**config.mk**
```make
export PLATFORM = sky130hd
export DESIGN_NAME = pll_clkgen_flat
export DESIGN_NICKNAME = d
export VERILOG_FILES = /design/src/rtl/pll_clkgen_pkg.sv /design/src/rtl/pll_clkgen_if.sv /design/src/rtl/pll_clkgen_nco.sv /design/src/rtl/pll_clkgen.sv /design/src/flat_wrapper.sv
export SDC_FILE = /design/constraint.sdc
export NUM_CORES = 1
export LEC_CHECK = 0
export BUFFER_PORTS_ARGS = -buffer_cell sky130_fd_sc_hd__buf_4
export CORE_ASPECT_RATIO = 0.8
export CORE_MARGIN = 1
export CORE_UTILIZATION = 40
export CTS_CLUSTER_SIZE = 10
export DETAILED_ROUTE_END_ITERATION = 8
export GPL_TIMING_DRIVEN = 0
export PLACE_DENSITY = 0.53
export SYNTH_ARGS = -nofsm -noshare
export SYNTH_HDL_FRONTEND = slang
export SYNTH_SLANG_ARGS = --single-unit
```
**constraint.sdc**
```tcl
create_clock -name refclk -period 2.4 [get_ports refclk]
set_input_delay 0.36 -clock refclk [delete_from_list [all_inputs] [get_ports refclk]]
set_output_delay 0.36 -clock refclk [all_outputs]
set_load 0.1 [all_outputs]
```
**src/rtl/pll_clkgen_pkg.sv**
```systemverilog
// Shared constants and types for the pll_clkgen NCO clock generator.
package pll_clkgen_pkg;

    localparam int ACC_W_DEFAULT = 32;

    typedef logic [ACC_W_DEFAULT-1:0] tune_word_t;

    // Channel 1 runs at exactly 7x channel 0 (f_ref/32 and 7*f_ref/32).
    localparam tune_word_t INC0_DEFAULT = 32'h0800_0000;
    localparam tune_word_t INC1_DEFAULT = 32'h3800_0000;

    localparam int LOCK_CNT_W = 16;

endpackage

```
**src/rtl/pll_clkgen_if.sv**
```systemverilog
// Output bundle of pll_clkgen. This is a plain broadcast of three
// free-running signals. There is no valid/ready handshake: a consumer
// samples them on any refclk edge.
interface pll_clkgen_if;

    logic clk0_out;
    logic clk1_out;
    logic locked;

    modport master (output clk0_out, output clk1_out, output locked);
    modport slave  (input  clk0_out, input  clk1_out, input  locked);

endinterface

```
**src/rtl/pll_clkgen_nco.sv**
```systemverilog
// nco_channel: one phase-accumulator channel. The square-wave output is
// the accumulator MSB taken straight from the register, so it cannot glitch.
module nco_channel
    import pll_clkgen_pkg::*;
#(
    parameter int               ACC_W = ACC_W_DEFAULT,
    parameter logic [ACC_W-1:0] INC   = ACC_W'(INC0_DEFAULT)
) (
    input  logic refclk,
    input  logic reset,
    output logic phase_msb
);

    logic [ACC_W-1:0] acc;

    // Advance the phase by INC each cycle. The carry out of the top bit is dropped.
    always_ff @(posedge refclk) begin
        if (reset) begin
            acc <= '0;
        end else begin
            acc <= acc + INC;
        end
    end

    assign phase_msb = acc[ACC_W-1];

endmodule

```
**src/rtl/pll_clkgen.sv**
```systemverilog
// pll_clkgen: digital PLL stand-in built from two NCO channels and a
// lock timer.
// Optional build macro PLL_CLKGEN_GATE_UNTIL_LOCK_EN holds both clock
// outputs low until locked. The accumulators keep running while the
// outputs are held.
module pll_clkgen
    import pll_clkgen_pkg::*;
#(
    parameter int         ACC_W       = ACC_W_DEFAULT,
    parameter tune_word_t INC0        = INC0_DEFAULT,
    parameter tune_word_t INC1        = INC1_DEFAULT,
    parameter int         LOCK_CYCLES = 16
) (
    input  logic              refclk,
    input  logic              reset,
    pll_clkgen_if.master      pll_if
);

    localparam logic [LOCK_CNT_W-1:0] LOCK_MAX = LOCK_CNT_W'(LOCK_CYCLES);

    logic                  msb0;
    logic                  msb1;
    logic                  locked_w;
    logic [LOCK_CNT_W-1:0] lock_cnt;

    nco_channel #(.ACC_W(ACC_W), .INC(ACC_W'(INC0))) u_nco0 (
        .refclk    (refclk),
        .reset     (reset),
        .phase_msb (msb0)
    );

    nco_channel #(.ACC_W(ACC_W), .INC(ACC_W'(INC1))) u_nco1 (
        .refclk    (refclk),
        .reset     (reset),
        .phase_msb (msb1)
    );

    // Count cycles since reset release and stop at LOCK_CYCLES.
    always_ff @(posedge refclk) begin
        if (reset) begin
            lock_cnt <= '0;
        end else if (lock_cnt != LOCK_MAX) begin
            lock_cnt <= lock_cnt + 1'b1;
        end
    end

    assign locked_w      = (lock_cnt == LOCK_MAX);
    assign pll_if.locked = locked_w;

`ifdef PLL_CLKGEN_GATE_UNTIL_LOCK_EN
    assign pll_if.clk0_out = msb0 & locked_w;
    assign pll_if.clk1_out = msb1 & locked_w;
`else
    assign pll_if.clk0_out = msb0;
    assign pll_if.clk1_out = msb1;
`endif

endmodule

```
**src/flat_wrapper.sv**
```systemverilog
// flat-port wrapper written by rule: the top's interface ports become plain ports
module pll_clkgen_flat import pll_clkgen_pkg::*;
#(
    parameter int         ACC_W       = ACC_W_DEFAULT,
    parameter tune_word_t INC0        = INC0_DEFAULT,
    parameter tune_word_t INC1        = INC1_DEFAULT,
    parameter int         LOCK_CYCLES = 16
)
  (refclk, reset, pll_if_clk0_out, pll_if_clk1_out, pll_if_locked);
  pll_clkgen_if pll_if_i ();
  input  logic refclk;
  input  logic reset;
  output wire logic [$bits(pll_if_i.clk0_out)-1:0] pll_if_clk0_out;
  output wire logic [$bits(pll_if_i.clk1_out)-1:0] pll_if_clk1_out;
  output wire logic [$bits(pll_if_i.locked)-1:0] pll_if_locked;
  assign pll_if_clk0_out = pll_if_i.clk0_out;
  assign pll_if_clk1_out = pll_if_i.clk1_out;
  assign pll_if_locked = pll_if_i.locked;
  pll_clkgen #(.ACC_W(ACC_W), .INC0(INC0), .INC1(INC1), .LOCK_CYCLES(LOCK_CYCLES)) u_core (.refclk(refclk), .reset(reset), .pll_if(pll_if_i));
endmodule
```
==> out/metrics.cfg <==
[run_status]
status = completed

[sta]
fin_crit_sh_pct = 91.6
max_freq_mhz = 455
finalSetupViolations = 0
whs_ns = 0.416
final_hold_viol_count = 0
period_minus_slack_ns = 2.20
finalMaxSlewViolations = 0
tns_ns = 0
worst_pin_slew_ns = 0.509
finalWorstSetupSlack_ns = 0.202
slew_headroom_pct = 66.1
rsz0062_at_grt = no
fin_skew_ns = 0.00239

[cells_and_area]
final_core_util_pct = 49.0
syn2layout_area_growth_pct = 12.2
drive_gt1_share_pct = 9.92
layout_commonest_cell = dfxtp_1
antenna_cells = 0
nets = 138
stdcell_area_sq_um = 1250
layout_common_cells = dfxtp_1 (26), nor2_1 (23), xnor2_1 (11)

[floorplanning]
die_y_um = 49.1
core_sq_um = 2540
die_x_um = 60.9
start_util_pct = 43.7
dieArea_sq_um = 2990
num_rows = 16
ios = 5

[synthesis]
ys_seq_area_share_pct = 46.8
syn_avg_cell_area_sq_um = 9.11
syn_nets = 128
synth-seq-cells = 26
yosys.area.top_type = dfxtp_1
yosysWarnings = 0
ys_top_cells_by_area = dfxtp_1 (47%), xnor2_1 (8.7%), nor2_1 (7.8%), xor2_1 (5.5%), ha_1 (4.5%)
syn_area_sq_um = 1110
ys_types = 27
yosysTopAreaCellShare_pct = 46.8
postSynthCellCount = 122

[critical_path]
critPathSlowestCell = dfxtp_1
cp_cell_sequence = inv_1, ha_1, nor4b_1, nand4_1, inv_1, buf_4
max_stage_delay_ns = 0.41
critPathLaunchType = flop
r2r-start = u_core.lock_cnt[0]
startpoint = u_core.lock_cnt[0]
crit_required_ns = 2.04
crit_type = reg -> out
worst_setup_path_end_kind = output port
r2r_slack_ns = 0.50
path_max_fanout = 7
critPathBufInv = 3
cp.arrival_ns = 1.84
crit_family = simple AND/OR/NAND/NOR gates
crit_top_cell = inv_1

[clock_network]
h-tree-depth = 1
postCtsHoldBufs = 0
cts_sinks = 26
worstSkewPairLatency_ns = 0.32
numCtsBuffers = 3
post_cts_buffers = 0
cts_tree = done
clockBufferDepth = 2
postCtsResizedCells = 0
root_buffer = clkbuf_4
clk_pin_slew_ns = 0.14

[route]
postRouteAntennaNets = 0
drc = 0
viasPerCell = 4.80
num_vias = 801
wl_per_cell_um = 11.2
drt_iter0_markers = 16
wl_um = 1870
firstDrtPassIters = 4

[worst_hold_path]
hold_start = reset
hp-class = in -> reg

[placed_design]
hpwl_um = 1350
pre_cts_slack_ns = 0.486
placed_area_sq_um = 1180
port_buffers = 3
gp_congestion = 0.725

[power]
ir_worst_vdd_uv = 326
p_per_area_nw_per_um2 = 699
leakage_nw = 0.470

[global_routing]
grt_pass1_vias = 731
overflow = 0
grt_pass1_wl_um = 3310
grt_usage_pct = 15.1
grt_max_degree = 16
grt_antenna_before_repair = 0

[flow_run]
maxCapViolCount = 0

==> routing by layer <==
layer	global-route usage, %	wire, um	vias up
li1	-	-	432
met1	22.3	1030	362
met2	21.2	784	7
met3	4.77	52	0
met4	3.41	0	0
met5	0	0	-
==> flip-flops by register name, summed over array words and instances (netlist names) <==
register / flops
u_core.lock_cnt: 16
u_core.u_nco0.acc: 5
u_core.u_nco1.acc: 5
==> layout make-up <==
class                   count  area (sq um)
plain buffers               3          11.3
clock buffers               3          22.5
clock inverters             1          30.0
well taps                  36          45.0
fillers                   255          1300
inverters                   8          30.0
multi-input cells          85           549
flip-flops and latches     26           520
repair buffers              5          37.5
==> power breakdown <==
part	switching [W]	leakage, nW	internal (W)
registers	0.0000207	0.212	0.000455
logic	0.0000631	0.230	0.0000341
clock network	0.000129	0.0279	0.000169
total	0.000213	0.470	0.000658
==> final timing paths <==
kind / to / cells past startpoint
min reg2reg: u_core.u_nco1.acc[27] / 1
min: u_core.u_nco0.acc[28] / 2
max reg2reg: u_core.lock_cnt[14] / 5
max: pll_if_locked / 6
==> synthesized netlist by cell type <==
| cell type | number |
|---|---|
| nor2_1 | 23 |
| nand3b_1 | 1 |
| nand2_1 | 2 |
| inv_1 | 8 |
| nor2b_1 | 1 |
| or3_2 | 1 |
| nand4_1 | 3 |
| buf_1 | 1 |
| and3_1 | 1 |
| nor4_1 | 4 |
| nor3_1 | 5 |
| or4_1 | 1 |
| nand4_4 | 1 |
| nor4b_1 | 1 |
| xnor2_1 | 11 |
| a32o_1 | 1 |
| o31ai_1 | 2 |
| a21oi_1 | 2 |
| o21ai_0 | 2 |
| dfxtp_1 | 26 |
| ha_1 | 4 |
| or2_4 | 1 |
| and3_2 | 1 |
| nor3b_1 | 1 |
| nand3_1 | 9 |
| clkbuf_1 | 2 |
| xor2_1 | 7 |
==> through the flow <==
step / power, W / instances
6_report: 0.000871 / 167
5_1_grt: 0.000920 / 167
4_1_cts: 0.000888 / 165
3_5_place_dp: 0.000583 / 161
3_3_place_gp: 0.000581 / 161
2_1_floorplan: 0.000561 / 122
==> kinds of logic (layout without fill, tap and decap cells) <==
kind of cell	count (synthesis)	after routing	synth area share, %
and+or+nand+nor	56	56	26.7
DFF	26	26	46.8
xor gates and xnor gates	18	18	14.2
buffers and inverters	11	20	3.72
AOI/OAI and AO/OA	7	7	4.05
adders and majority gates	4	4	4.50
==> worst register-to-register path, delay by kind of cell (launching register included) <==
kind	cells	cell delay, ns
fa+ha+maj	1	0.29
compound gates	1	0.14
simple gates	3	0.92
flops	1	0.49
Power figures use the tool's default switching activity.
